==> src/rtl/pc_seq.sv <==
// Program-counter sequencer: BOOT/RUN/HALT fetch control with branch, JAL, JALR and misaligned-target trap.
// Latency: the next pc appears on pc_out one clk after the edge where the fetch fires; pc_plus4 is combinational.
// Backpressure: pc holds while stall=1, fetch_ready=0 or not in RUN; fetch_valid is high only in RUN.
//
// Ports:
//   clk, arst_n          clock, asynchronous active-low reset
//   instr                raw instruction at pc_out (B/J/I immediates extracted here)
//   rs1_val              JALR base operand
//   alu_flag, br_neg     branch condition and its inversion
//   branch, jal, jalr    control-transfer kind of the current instruction
//   stall, fetch_ready   hazard hold / imem accept
//   halt_req, resume     halt/resume control (halt wins when both are set)
//   pc_out, pc_plus4     fetch address and link value
//   fetch_valid, halted  RUN / HALT indication
//   trap, trap_pc        one-cycle misaligned-target pulse and faulting pc
module pc_seq #(
    parameter int                 XLEN         = 32,
    parameter logic [XLEN-1:0]    RESET_VECTOR = '0,
    parameter logic [XLEN-1:0]    TRAP_VECTOR  = XLEN'('h100)
) (
    input  logic            clk,
    input  logic            arst_n,
    input  logic [31:0]     instr,
    input  logic [XLEN-1:0] rs1_val,
    input  logic            alu_flag,
    input  logic            branch,
    input  logic            br_neg,
    input  logic            jal,
    input  logic            jalr,
    input  logic            stall,
    input  logic            fetch_ready,
    input  logic            halt_req,
    input  logic            resume,
    output logic [XLEN-1:0] pc_out,
    output logic [XLEN-1:0] pc_plus4,
    output logic            fetch_valid,
    output logic            trap,
    output logic [XLEN-1:0] trap_pc,
    output logic            halted
);

    localparam logic [1:0] ST_BOOT = 2'd0;
    localparam logic [1:0] ST_RUN  = 2'd1;
    localparam logic [1:0] ST_HALT = 2'd2;

    logic [1:0]      state;
    logic [1:0]      state_nxt;
    logic [XLEN-1:0] imm_b;
    logic [XLEN-1:0] imm_j;
    logic [XLEN-1:0] imm_i;
    logic [XLEN-1:0] jalr_sum;
    logic [XLEN-1:0] target;
    logic            taken;
    logic            ctrl_xfer;
    logic            misaligned;
    logic            fire;

    assign imm_b = {{(XLEN-12){instr[31]}}, instr[7], instr[30:25], instr[11:8], 1'b0};
    assign imm_j = {{(XLEN-20){instr[31]}}, instr[19:12], instr[20], instr[30:21], 1'b0};
    assign imm_i = {{(XLEN-12){instr[31]}}, instr[31:20]};

    assign fetch_valid = (state == ST_RUN);
    assign halted      = (state == ST_HALT);
    assign pc_plus4    = pc_out + XLEN'(4);

    assign taken    = branch & (alu_flag ^ br_neg);
    assign fire     = (state == ST_RUN) & fetch_valid & fetch_ready & ~stall;
    assign jalr_sum = rs1_val + imm_i;

    // Priority: jalr, jal, taken branch, sequential.
    always_comb begin
        target = pc_plus4;
        if (jalr) begin
            target = {jalr_sum[XLEN-1:1], 1'b0};
        end else if (jal) begin
            target = pc_out + imm_j;
        end else if (taken) begin
            target = pc_out + imm_b;
        end
    end

    // Only a selected control-transfer target can trap; pc+4 keeps alignment.
    assign ctrl_xfer  = jalr | jal | taken;
    assign misaligned = ctrl_xfer & target[1];

    always_comb begin
        state_nxt = state;
        case (state)
            ST_BOOT: state_nxt = ST_RUN;
            ST_RUN:  if (halt_req) state_nxt = ST_HALT;
            ST_HALT: if (!halt_req && resume) state_nxt = ST_RUN;
            default: state_nxt = ST_BOOT;
        endcase
    end

    always_ff @(posedge clk or negedge arst_n) begin
        if (!arst_n) begin
            state   <= ST_BOOT;
            pc_out  <= RESET_VECTOR;
            trap    <= 1'b0;
            trap_pc <= '0;
        end else begin
            state <= state_nxt;
            trap  <= 1'b0;
            if (fire) begin
                if (misaligned) begin
                    pc_out  <= TRAP_VECTOR;
                    trap    <= 1'b1;
                    trap_pc <= pc_out;
                end else begin
                    pc_out <= target;
                end
            end
        end
    end

endmodule

==> config.mk <==
export PLATFORM = sky130hd
export DESIGN_NAME = pc_seq
export DESIGN_NICKNAME = d
export VERILOG_FILES = /design/src/rtl/pc_seq.sv
export SDC_FILE = /design/constraint.sdc
export NUM_CORES = 1
export LEC_CHECK = 0
export ABC_AREA = 1
export CAP_MARGIN = 20
export CORE_UTILIZATION = 59
export DETAILED_ROUTE_END_ITERATION = 7
export GPL_TIMING_DRIVEN = 0
export MAX_ROUTING_LAYER = met4
export PLACE_DENSITY = 0.92
export SETUP_SLACK_MARGIN = 0.2
export SYNTH_ARGS = -nofsm -noshare
export SYNTH_HDL_FRONTEND = slang
export SYNTH_SLANG_ARGS = --single-unit
export TNS_END_PERCENT = 10
==> constraint.sdc <==
create_clock -name clk -period 4.2 [get_ports clk]
set_input_delay 0.42 -clock clk [delete_from_list [all_inputs] [get_ports clk]]
set_output_delay 0.42 -clock clk [all_outputs]
set_load 0.02 [all_outputs]
[Word-level counts from Yosys, hierarchy flattened]
Cells that the tools add are included.
Operators by class
  add/subtract/negate cells: 4
  multipliers: 0
  div/mod/pow operators: 0
  $lt $le $gt $ge: 0
  equality and inequality tests: 4
  shifts and indexed selects: 0
  mux-type cells: 9
  bitwise gates (word level): 8
  reduce and logical (&&, ||, !) cells: 5
Operators by type and width (number)
  2-to-1 mux 32 bit: 4
  adder 32 bit: 3
  adder 32 x 3 -> 32 bit, second input constant: 1
  case mux 2 bit (3 select lines): 1
  bitwise AND 1 bit: 4
  2-to-1 mux 2 bit: 2
  AND reduction 2 bit: 2
  == test 2 x 1 -> 1 bit, second input constant: 1
  == test 2 bit, second input constant: 1
  zero test 2 bit: 1
  2-to-1 mux 1 bit: 2
  != test 2 x 1 -> 1 bit, second input constant: 1
  != test 2 bit, second input constant: 1
  OR 1 bit: 2
  logical AND 1 bit: 1
  zero test 1 bit: 1
  NOT 1 bit: 1
  XOR 1 bit: 1
Word-level totals
  bits in registers: 67
  latch bits: 0
  RAM bits: 0
  memory bits (read-only): 0
  bits of input ports: 75
  output and inout port bits: 99
  word-level logic and storage cells: 34
  memories kept: 0

[Depth between registers and ports, before layout]
Gate-level depths: netlist of run 1.
  depth in word-level cells: 8
  mapped depth: 18
  mapped depth without buffers: 18

[Worst setup path after synthesis of run 1]
Ideal clock, no wire load.
  kind: flip-flop to output port
  from: register pc_out[2]
  to: output port pc_plus4[20]
  arrival: 1.885 ns
  data required time: 3.780 ns
  path slack: 1.895 ns
  cell stages (with the launch flop): 8
  path buffers: 0
  cell sequence: dfrtp_1 > ha_1 > nand3_2 > nor3_4 > nand2_2 > nor2_4 > nand2_1 > xor2_1
Between the ends
  cells in the longest elaborated chain, start to end: 1
RTL lines
  start, declared: line 34  | output logic [XLEN-1:0] pc_out,
  start signal, assigned: line 111  | pc_out <= target;
  adder 32 x 3 -> 32 bit: line 64  | assign pc_plus4 = pc_out + XLEN'(4);
  end, declared: line 35  | output logic [XLEN-1:0] pc_plus4,
Every way passes these cells.

[Final worst setup path of run 1]
Ends and elaborated chain as after synthesis.

==> results of run 1 <==
-- repair_timing --
| item | in CTS | in global routing |
|---|---|---|
| resized for setup | 0 | 1 |
| buffers inserted | 0 | 0 |
| hold endpoints to repair | 0 | 0 |
| hold buffers | 0 | 0 |
| endpoints found under the setup margin | 0 | 1 |
-- synthesized netlist by cell type (all sizes together), types with 22 or more instances --
| master | instances | area share |
|---|---|---|
| dfrtp | 65 | 0.17 |
| a21oi | 106 | 0.055 |
| nand2 | 594 | 0.23 |
| nand3 | 160 | 0.083 |
| o21ai | 101 | 0.052 |
| xor2 | 32 | 0.029 |
| o21a | 22 | 0.017 |
| nor3 | 30 | 0.019 |
| nor2 | 153 | 0.061 |
| ha | 74 | 0.095 |
| inv | 253 | 0.097 |
-- registers in the layout, summed over array words and instances, names as in the netlist --
register and cells:
state 2, trap 1, trap_pc 31, pc_out 31
-- routing by layer --
metal  vias to the layer above  track usage
li1                       5889            -
met1                      5638        0.567
met2                       985        0.741
met3                       296        0.168
met4                         0        0.388
met5                         -            -
-- stage by stage --
step	instance area (sq um)	worst slack [ps]	power, uW	std cells
floorplan	9760	1890	4480	1721
detailed placement	11600	911	6520	2099
finish	12000	483	7670	2117
CTS	12000	539	7410	2115
global placement	11600	-84.5	6430	2099
global route	12000	359	8100	2117
-- report_power, final --
part	switching, uW	internal (uW)
sequential	543	908
combinational	3370	1990
clock	334	525
-- final cells by class --
| type | count | area [sq um] |
|---|---|---|
| Antenna cell | 2 | 5.00 |
| Buffer | 37 | 221 |
| Clock buffer | 9 | 225 |
| Clock inverter | 7 | 101 |
| Fill cell | 1366 | 4020 |
| Inverter | 253 | 950 |
| Multi-Input combinational cell | 1366 | 6970 |
| Sequential cell | 65 | 1630 |
| Tap cell | 216 | 270 |
| Timing Repair Buffer | 162 | 1610 |
-- kinds of logic after synthesis --
logic type	share of synthesized area
simple gates	0.416
buf+inv	0.120
compound gates	0.156
fa+ha+maj	0.101
flops	0.167
xor+xnor	0.0395
other cells	0.000385
-- worst max-delay path by stage --
stage | startpoint | endpoint | slack [ps] | cells past startpoint
floorplan | pc_out[2]$_DFFE_PN0P_ | pc_plus4[20] | 1890 | 7
global placement | instr[31] | pc_out[30]$_DFFE_PN0P_ | -80 | 15
detailed placement | pc_out[2]$_DFFE_PN0P_ | pc_plus4[20] | 910 | 8
CTS | pc_out[2]$_DFFE_PN0P_ | pc_plus4[20] | 540 | 8
global route | pc_out[2]$_DFFE_PN0P_ | pc_plus4[20] | 360 | 8
finish | pc_out[2]$_DFFE_PN0P_ | pc_plus4[20] | 480 | 8
==> impl_metrics.yaml, run 1 <==
run_status:
  status: "complete, no violations"
worst_setup_path:
  crit_slowest_cell: "clkdlybuf4s50_1"
  r2r-end: "pc_out[28]$_DFFE_PN0P_"
  timing.rr.start: "pc_out[2]$_DFFE_PN0P_"
  cp_top_family: "simple AND/OR/NAND/NOR gates"
  path_buf_inv: 1
  cp-start-kind: "flip-flop"
  critical_path.max_fanout: 9
  rrSetupSlack_ps: 1180
  cp.required_ps: 3780
  reg2reg_depth: 12
  path_cells: "ha_1 > nand3_2 > nor3_4 > nand2_2 > nor2_4 > nand2_1 > xor2_2 > clkdlybuf4s50_1"
  end_kind: "primary output"
  path_class: "reg -> out"
  crit_arrival_ps: 3300
  max_stage_delay_ps: 650
yosys:
  ys_seq_area_frac: 0.167
  async_reset_ff_frac: 1.00
  avgSynthCellArea_sq_um: 5.67
  synth-seq-cells: 65
  syn_area_sq_um: 9750
  syn-instance-count: 1719
  ys.flop_type: "dfrtp_1"
  ys_types: 48
  yosysWarnings: 0
  synth_edf_count: 0
timing:
  finalSetupViolations: 0
  slew_headroom: 0.354
  worst_pin_slew_ps: 969
  maxSlewViolCount: 0
  hold_viol_final: 0
  clock_skew_ps: 12.1
  fmaxAchievable_ghz: 0.269
  period_share: 0.885
  rsz0062_at_grt: "false"
  period_needed_ps: 3720
  setup-tns-final_ps: 0
  hold_slack_ps: 182
routing:
  wl_per_cell_microns: 19.4
  route.met3.wl_microns: 5790
  met1Wirelength_microns: 14300
  routed_wl_microns: 41100
  drc: 0
  routed-via-count: 12800
  routed_via_density: 6.05
  drt_iter0_drc: 1746
  drtPass1Iterations: 8
  wl_met2_microns: 17400
  ant_nets: 0
  top_layer: "met4"
clock_tree:
  cts_max_path_buffers: 2
  cts_tree: "built"
  clock-root-buffer: "clkbuf_16"
  numCtsBuffers: 9
  cts-htree-levels: 3
  path_clk_slew_ps: 70
  clkSinkCount: 65
  clk_latency_ps: 350
layout:
  syn2layout_area_growth_pct: 22.9
  finalNetCount: 2046
  final_util: 0.749
  drive_gt1_frac: 0.0374
  layout_commonest_cell: "nand2_1"
  layout_common_cells: "nand2_1 (586), inv_1 (249), clkdlybuf4s50_1 (160), nand3_1 (158), nor2_1 (147)"
floorplan:
  die_h_microns: 131
  die_area_sq_um: 17000
  pin_count: 174
  initial_core_util: 0.609
  rows: 46
  coreArea_sq_um: 16000
  die_w_microns: 131
place:
  numPortBuffers: 162
  hpwlAfterDp_microns: 32100
  gp_congestion: 1.08
hold_path:
  hp-class: "in -> async"
global_routing:
  grt_pass1_wl_microns: 62400
  grt_overflow: 0
  grtUsageTotal: 0.505
  grt_pass1_vias: 12000
  grt_max_degree: 66
  antenna_found_initial: 2
pwr:
  ir_drop_mv: 0.389
  power.leakage_uw: 0.00634
  cellPowerDensity_nw_per_um2: 640
flow_run:
  max_cap_viol_count: 0
No activity file was read; power rests on OpenSTA's default activity.
==> inputs of run 2 (changes only) <==
- CORE_ASPECT_RATIO: unset -> 0.9
==> impl_metrics.yaml, run 2 (synthesized netlist as in run 1, its figures left out) <==
clock_tree:
  cts_tree: "built"
  clk_latency_ps: 340
  cts-htree-levels: 3
  path_clk_slew_ps: 60
  clock-root-buffer: "clkbuf_16"
  holdBufCountCts: 0
  post_cts_buffers: 0
  clkSinkCount: 65
  numCtsBuffers: 9
  cts_resized: 0
  cts_max_path_buffers: 2
worst_setup_path:
  end_kind: "primary output"
  cp-start-kind: "flip-flop"
  startpoint: "pc_out[3]$_DFFE_PN0P_"
  timing.rr.start: "pc_out[3]$_DFFE_PN0P_"
  crit_arrival_ps: 3330
  path_class: "reg -> out"
  critical_path.max_fanout: 7
  cp.required_ps: 3780
  rrSetupSlack_ps: 1200
timing:
  finalSetupViolations: 0
  setup_ws_ps: 452
  clock_skew_ps: 6.03
  period_needed_ps: 3750
  slew_headroom: 0.351
  hold_viol_final: 0
  hold_slack_ps: 183
  rsz0062_at_grt: "false"
  setup-tns-final_ps: 0
  maxSlewViolCount: 0
  fmaxAchievable_ghz: 0.267
  worst_pin_slew_ps: 974
  period_share: 0.892
place:
  place_worst_setup_slack_ps: 974
  hpwlAfterDp_microns: 32300
  gp_congestion: 1.13
  numPortBuffers: 162
layout:
  finalNetCount: 2046
  drive_gt1_frac: 0.0369
  layout_commonest_cell: "nand2_1"
  syn2layout_area_growth_pct: 22.5
  nFillCells: 1371
  diodes: 0
  layout_common_cells: "nand2_1 (586), inv_1 (249), clkdlybuf4s50_1 (160), nand3_1 (158), nor2_1 (147)"
  top_regs: "pc_out (31), trap_pc (31), state (2)"
pwr:
  power.leakage_uw: 0.00634
  ir_drop_mv: 0.436
  fin_total_pwr_uw: 7650
  cellPowerDensity_nw_per_um2: 641
routing:
  drtPass1Iterations: 8
  drc: 10
  routed-via-count: 13100
  drt_iter0_drc: 1798
  wl_per_cell_microns: 19.3
  ant_nets: 0
  routed_via_density: 6.21
  routed_wl_microns: 40600
global_routing:
  grt_max_degree: 66
  grt_pass1_wl_microns: 62300
  grtUsageTotal: 0.500
  antenna_found_initial: 0
  grt_overflow: 0
  grt_pass1_vias: 12000
floorplan:
  pin_count: 174
  coreArea_sq_um: 16100
  initial_core_util: 0.604
  rows: 44
  die_h_microns: 124
  die_area_sq_um: 17000
  die_w_microns: 137
run_status:
  status: "complete, but fails checks"
  violations: "design-rule violations"
flow_run:
  max_cap_viol_count: 0
hold_path:
  hp-class: "in -> async"
-- run 2: cell count changes in the layout (fill, tap and decap cells not counted) --
cell | previous run | this run
xor2_1 | 31 | 32
clkbuf_8 | 1 | 4
clkinv_2 | 0 | 1
bufinv_16 | 2 | 1
diode_2 | 2 | 0
xor2_2 | 1 | 0
inv_6 | 2 | 0
clkinv_4 | 1 | 0
-- run 2: layout make-up --
type / instances / area (sq um) / area share
clock buffers: 12 / 267 / 0.0223
inverters: 253 / 950 / 0.0795
plain buffers: 37 / 221 / 0.0185
multi-input cells: 1366 / 6960 / 0.582
flip-flops and latches: 65 / 1630 / 0.136
clock inverters: 4 / 50.0 / 0.00419
repair buffers: 162 / 1610 / 0.135
well taps: 207 / 259 / 0.0217
-- run 2: path summary, 6_finish.rpt --
kind                                           endpoint  cells after the start
worst max-delay path                       pc_plus4[20]                      8
min in group clk                trap_pc[26]$_DFFE_PN0P_                      1
max in group asynchronous       trap_pc[14]$_DFFE_PN0P_                      1
worst max register to register   pc_out[28]$_DFFE_PN0P_                     13
worst min-delay path                     trap$_DFF_PN0_                      1
worst min register to register  trap_pc[26]$_DFFE_PN0P_                      1
-- run 2: stage by stage --
stage / instances / cell area (sq um) / util
2_1_floorplan: 1721 / 9760 / -
3_3_place_gp: 2090 / 11600 / 0.721
3_5_place_dp: 2090 / 11600 / 0.721
4_1_cts: 2106 / 11900 / 0.741
5_1_grt: 2106 / 11900 / 0.741
6_report: 2106 / 11900 / 0.741
-- run 2: power breakdown --
group	total [uW]	switching, uW	internal (uW)
logic	5380	3390	1990
registers	1460	555	908
clock network	810	303	508
-- run 2: per-layer routing --
metal  routed length (microns)  vias up  GRT usage  part of all wire
met5                         0        -          -                 0
met4                      3080        0      0.313             0.076
met3                      6120      300      0.133              0.15
met2                     16300     1125      0.707              0.40
met1                     15200     5751      0.629              0.37
li1                          -     5895          -                 -
-- run 2: worst max-delay path: stages, from the launching register on --
cell             delay [ps]
dfrtp_1                 680
ha_1                    320
nand3_2                 290
nor3_4                  350
nand2_2                 190
nor2_4                  150
nand2_1                 100
xor2_1                  240
clkdlybuf4s50_1         650
